==> src/rtl/game_over_screen.sv <==
// Game-over overlay: background fades in, an "L" glyph blinks, then the screen holds steady in DONE.
// pixel_out is registered one cycle after hcount_in/vcount_in; there is no backpressure.
module game_over_screen #(
  parameter int          SCREEN_WIDTH  = 1280,
  parameter int          SCREEN_HEIGHT = 720,
  parameter logic [23:0] BG_COLOR      = 24'h800000,
  parameter logic [23:0] FG_COLOR      = 24'hFFFFFF,
  parameter int          FADE_STEPS    = 8,
  parameter int          BLINK_FRAMES  = 30,
  parameter int          HOLD_FRAMES   = 180
) (
  input  logic        clk_in,
  input  logic        rst_in,
  input  logic [10:0] hcount_in,
  input  logic [9:0]  vcount_in,
  input  logic        new_frame_in,
  input  logic        start_in,
  output logic [23:0] pixel_out,
  output logic        done_out
);

  localparam int LOG2_FS = $clog2(FADE_STEPS);
  localparam int LW      = LOG2_FS + 1;
  localparam int PW      = 8 + LW;
  localparam int BW      = (BLINK_FRAMES > 1) ? $clog2(BLINK_FRAMES) : 1;
  localparam int HW      = $clog2(HOLD_FRAMES + 1);

  localparam logic [LW-1:0] FADE_LAST  = LW'(FADE_STEPS - 1);
  localparam logic [BW-1:0] BLINK_LAST = BW'(BLINK_FRAMES - 1);
  localparam logic [HW-1:0] HOLD_LAST  = HW'(HOLD_FRAMES - 1);

  localparam logic [11:0] X_LO      = 12'(SCREEN_WIDTH * 45 / 100);
  localparam logic [11:0] X_BAR_HI  = 12'(SCREEN_WIDTH * 55 / 100);
  localparam logic [11:0] X_FOOT_HI = 12'(SCREEN_WIDTH * 75 / 100);
  localparam logic [10:0] Y_BAR_LO  = 11'(SCREEN_HEIGHT * 25 / 100);
  localparam logic [10:0] Y_FOOT_LO = 11'(SCREEN_HEIGHT * 60 / 100);
  localparam logic [10:0] Y_HI      = 11'(SCREEN_HEIGHT * 75 / 100);

  localparam logic [1:0] S_IDLE  = 2'd0;
  localparam logic [1:0] S_FADE  = 2'd1;
  localparam logic [1:0] S_BLINK = 2'd2;
  localparam logic [1:0] S_DONE  = 2'd3;

  logic [1:0]    state_q, state_d;
  logic [LW-1:0] level_q, level_d;
  logic [BW-1:0] blink_q, blink_d;
  logic [HW-1:0] hold_q, hold_d;
  logic          phase_q, phase_d;
  logic [23:0]   pixel_q, pixel_d;

  logic [11:0] h_ext;
  logic [10:0] v_ext;
  logic        active;
  logic        glyph;

  function automatic logic [7:0] fade_ch(input logic [7:0] c, input logic [LW-1:0] lvl);
    logic [PW-1:0] prod;
    prod = PW'(c) * PW'(lvl);
    return prod[LOG2_FS +: 8];
  endfunction

  always_comb begin
    state_d = state_q;
    level_d = level_q;
    blink_d = blink_q;
    hold_d  = hold_q;
    phase_d = phase_q;
    case (state_q)
      S_IDLE: begin
        // start wins over a coincident frame pulse; nothing is counted here
        if (start_in) begin
          state_d = S_FADE;
          level_d = '0;
          blink_d = '0;
          hold_d  = '0;
          phase_d = 1'b1;
        end
      end
      S_FADE: begin
        if (new_frame_in) begin
          level_d = level_q + LW'(1);
          if (level_q == FADE_LAST) state_d = S_BLINK;
        end
      end
      S_BLINK: begin
        if (new_frame_in) begin
          if (blink_q == BLINK_LAST) begin
            blink_d = '0;
            phase_d = ~phase_q;
          end else begin
            blink_d = blink_q + BW'(1);
          end
          hold_d = hold_q + HW'(1);
          if (hold_q == HOLD_LAST) state_d = S_DONE;
        end
      end
      S_DONE:  state_d = S_DONE;
      default: state_d = S_IDLE;
    endcase
  end

  assign h_ext  = {1'b0, hcount_in};
  assign v_ext  = {1'b0, vcount_in};
  assign active = (h_ext < 12'(SCREEN_WIDTH)) && (v_ext < 11'(SCREEN_HEIGHT));
  assign glyph  = ((h_ext > X_LO) && (h_ext < X_BAR_HI)  && (v_ext > Y_BAR_LO)  && (v_ext < Y_HI)) ||
                  ((h_ext > X_LO) && (h_ext < X_FOOT_HI) && (v_ext > Y_FOOT_LO) && (v_ext < Y_HI));

  always_comb begin
    pixel_d = '0;
    if (active) begin
      case (state_q)
        S_FADE:  pixel_d = {fade_ch(BG_COLOR[23:16], level_q),
                            fade_ch(BG_COLOR[15:8],  level_q),
                            fade_ch(BG_COLOR[7:0],   level_q)};
        S_BLINK: pixel_d = (glyph && phase_q) ? FG_COLOR : BG_COLOR;
        S_DONE:  pixel_d = glyph ? FG_COLOR : BG_COLOR;
        default: pixel_d = '0;
      endcase
    end
  end

  always_ff @(posedge clk_in or posedge rst_in) begin
    if (rst_in) begin
      state_q <= S_IDLE;
      level_q <= '0;
      blink_q <= '0;
      hold_q  <= '0;
      phase_q <= 1'b1;
      pixel_q <= '0;
    end else begin
      state_q <= state_d;
      level_q <= level_d;
      blink_q <= blink_d;
      hold_q  <= hold_d;
      phase_q <= phase_d;
      pixel_q <= pixel_d;
    end
  end

  assign pixel_out = pixel_q;
  assign done_out  = (state_q == S_DONE);

endmodule

==> config.mk <==
export PLATFORM = sky130hd
export DESIGN_NAME = game_over_screen
export DESIGN_NICKNAME = d
export VERILOG_FILES = /design/src/rtl/game_over_screen.sv
export SDC_FILE = /design/constraint.sdc
export NUM_CORES = 1
export LEC_CHECK = 0
export ABC_CLOCK_PERIOD_IN_PS = 1400
export BUFFER_PORTS_ARGS = -buffer_cell sky130_fd_sc_hd__buf_4
export CAP_MARGIN = 10
export CORE_MARGIN = 3
export CORE_UTILIZATION = 31
export CTS_BUF_LIST = sky130_fd_sc_hd__clkbuf_4 sky130_fd_sc_hd__clkbuf_8
export CTS_CLUSTER_SIZE = 25
export DETAILED_ROUTE_END_ITERATION = 7
export SYNTH_ARGS = -nofsm -noshare
export SYNTH_HDL_FRONTEND = slang
export SYNTH_SLANG_ARGS = --single-unit
export TNS_END_PERCENT = 100
==> constraint.sdc <==
create_clock -name clk_in -period 1.4 [get_ports clk_in]
set_input_delay 0.28 -clock clk_in [delete_from_list [all_inputs] [get_ports clk_in]]
set_output_delay 0.28 -clock clk_in [all_outputs]
set_load 0.02 [all_outputs]
==> impl_metrics.json <==
{
  "maxCapViolations": 0,
  "dp_hpwl_um": 3020,
  "fmax_ghz": 0.649,
  "synth_top_area_share_pct": 38.1,
  "port_buffers": 49,
  "grt_usage_pct": 14.4,
  "r2r-start": "blink_q[0]",
  "net-switching-power_mw": 1.29,
  "num_io_pins": 50,
  "vdd_drop_max_uv": 986,
  "start_util_pct": 32.7,
  "pre_cts_slack_ns": -0.487,
  "clock_latency_ns": 0.27,
  "top_layer_used": "met4",
  "area_growth_pct": 54.9,
  "row_count": 25,
  "die-area_um2": 5980,
  "antenna_found_initial": 0,
  "finClkSkew_ns": 0.00127,
  "viasPerCell": 4.83,
  "finalCritPeriodShare_pct": 110,
  "crit_path_end_kind": "register",
  "synth_cell_types": 44,
  "yosys_most_used_dff": "dfrtp_1",
  "cts_buffer_depth": 2,
  "post-route-min-period_ns": 1.54,
  "clkSlewWorstSetupHoldPaths_ns": 0.09,
  "crit_fanout": 4,
  "nets": 280,
  "grt_setup_unrepaired": "yes",
  "synth_edf_count": 0,
  "drv_slew": 0,
  "internal-power_mw": 2.07,
  "pwr-share-seq_pct": 33.3,
  "relSlewSlack_pct": 68.1,
  "worstPathRequired_ns": 1.56,
  "syn_nets": 206,
  "hold_viol": 0,
  "cts.sinks": 25,
  "drive_gt1_share_pct": 51.2,
  "reg2reg_depth": 6,
  "reg2reg_to": "blink_q[1]",
  "path_cells": "buf_6, or4_1, or4b_4, a32oi_4, nor2_1",
  "setup_viol": 10,
  "die_w_um": 77.3,
  "leakagePower_nw": 1.16,
  "avgSynthCellArea_um2": 8.91,
  "violations": "negative setup slack",
  "fill_cells": 464,
  "status": "complete, but fails checks",
  "syn-cell-area_um2": 1580,
  "cts_buffers": 3,
  "async_reset_ff_share_pct": 100,
  "grt_overflow_total": 0,
  "cp-endpoint": "pixel_out[19]",
  "pwr_density_cell_nw_per_um2": 1380,
  "critPathLaunchType": "input pin",
  "holdCritPathClass": "in2async",
  "ys_seq_area_share_pct": 39.8,
  "tightest_slew_ns": 0.472,
  "crit_buf_inv": 1,
  "wl_um": 4200,
  "power_mw": 3.37,
  "clkPwrFrac_pct": 13.1,
  "synth.area.top_cells": "dfrtp_1 38%, buf_4 9.0%, nor2_1 4.3%, o21ai_0 4.1%, nand2_1 4.0%",
  "cts_max_level": 1,
  "slowest_stage": "or4_1",
  "dr_wl_met3_um": 195,
  "timing.final.ws_setup_ns": -0.142,
  "yosys-top-cells-count": "24 x dfrtp_1, 19 x buf_4, 18 x nor2_1",
  "crit_family": "simple AND/OR/NAND/NOR gates",
  "cts_root_buf": "clkbuf_8",
  "dr_wl_met2_um": 2100,
  "grt_max_degree": 21,
  "drc": 0,
  "slowest_delay_ns": 0.51,
  "swShare_pct": 38.4,
  "grt_pass1_vias": 1553,
  "wl_per_cell_um": 13.3,
  "arrival_ns": 1.70,
  "die_h_um": 77.3,
  "route.vias.total": 1531,
  "dp_cells": 304,
  "drtPass1Iterations": 4,
  "synthCells": 177,
  "gp_congestion": 0.768,
  "cp_num_cells": 5,
  "core_region_area_um2": 4820,
  "post-synth-top-count-cell": "dfrtp_1",
  "ys_seq_elements": 25,
  "wl_met1_um": 1850,
  "drtAntennaViolNets": 0,
  "fin_hold_ws_ns": 0.00921,
  "yosysTopAreaCell": "dfrtp_1",
  "combPwrFrac_pct": 53.6,
  "path_class": "in2reg",
  "yosysWarnings": 0,
  "reg2reg_slack_ns": -0.07,
  "diodes": 0,
  "drt_iter0_markers": 54,
  "cp-startpoint": "vcount_in[9]",
  "grt_pass1_wl_um": 7100,
  "finalNonFillerCells": 317,
  "cts_tree": "done"
}
[cell families after synthesis]
kind of cell / share of synthesized area (%)
simple gates: 24.8
compound gates: 16.4
buf+inv: 11.2
flops: 39.8
xor+xnor: 2.78
fa+ha+maj: 3.17
mux: 1.98
[worst min path at each step]
stage | from | endpoint | slack [ns] | cells past startpoint
3_5_place_dp | rst_in | blink_q[2] | 0.31 | 2
5_1_grt | rst_in | blink_q[0] | 0.02 | 2
6_report | rst_in | blink_q[2] | 0.009 | 2
3_3_place_gp | rst_in | blink_q[2] | 0.32 | 2
2_1_floorplan | rst_in | blink_q[0] | 0.31 | 1
4_1_cts | rst_in | blink_q[2] | 0.02 | 2
[layout by cell type, fill, tap and decap left out, types with 2 or more instances in the layout]
cell type,Yosys,routed
o21ai_0,13,9
nor2b_1,5,4
dfrtp_1,24,23
nor4_1,4,2
and3_1,3,2
clkbuf_8,0,3
ha_1,4,2
buf_4,19,83
nand4_1,2,2
and3b_1,2,2
buf_6,0,9
xor2_1,3,3
a21oi_1,4,4
and4_1,2,2
nand2_1,17,16
or3_1,2,2
inv_1,4,3
nand3_1,6,5
or4_1,3,2
xnor2_1,2,2
o21ai_1,6,4
a21o_1,2,2
o211ai_1,2,2
nor4_4,0,2
nor2_1,18,17
o21ai_2,0,6
[through the flow]
| step | instance area (um2) | setup TNS, ns | utilization, % |
|---|---|---|---|
| 2_1_floorplan | 1600 | -1.36 | - |
| 3_3_place_gp | 2160 | -2.05 | 44.9 |
| 3_5_place_dp | 2160 | -2.27 | 44.9 |
| 4_1_cts | 2360 | -2.62 | 49.1 |
| 5_1_grt | 2440 | -1.43 | 50.7 |
| 6_report | 2440 | -0.731 | 50.7 |
[power by group through the flow]
stage                     combinational, mW  clock [mW]  sequential (mW)
after CTS                              1.63       0.450             1.10
after global routing                   1.97       0.481             1.15
after floorplan                       0.730           0             1.12
after global placement                 1.38           0             1.10
after detailed placement               1.40           0             1.11
final                                  1.80       0.440             1.12
[repair_timing]
item / in CTS / in global routing
setup buffers: 7 / 2
pin swaps: 8 / 6
hold buffers: 0 / 0
resized for setup: 23 / 17
endpoints found under the setup margin: 32 / 38
gates cloned: 0 / 0
[layer usage]
metal,up-vias,track usage (%)
li1,763,-
met1,718,18.0
met2,44,25.6
met3,6,2.00
met4,0,3.74
met5,-,0
[sequential cells by signal, indices dropped and copies added, names as in the netlist]
name,flops
phase_q,1
state_q,2
blink_q,5
pixel_out,5
hold_q,8
level_q,4
[layout make-up]
| class | count | area, um2 | area share [%] |
|---|---|---|---|
| clock buffers | 3 | 41.3 | 1.69 |
| clock inverters | 1 | 5.00 | 0.205 |
| inverters | 4 | 15.0 | 0.615 |
| multi-input cells | 124 | 925 | 37.9 |
| flip-flops and latches | 25 | 628 | 25.7 |
| well taps | 67 | 83.8 | 3.43 |
| repair buffers | 93 | 744 | 30.5 |
[worst reg2reg max path, cell delays in order (launching register included)]
cell     delay [ns]
dfrtp_1        0.42
ha_4           0.17
nand2_2        0.06
o21ai_2        0.07
buf_4          0.14
or4_4          0.48
o21ai_2        0.07
Note: power is estimated with default switching activity, not from simulation.
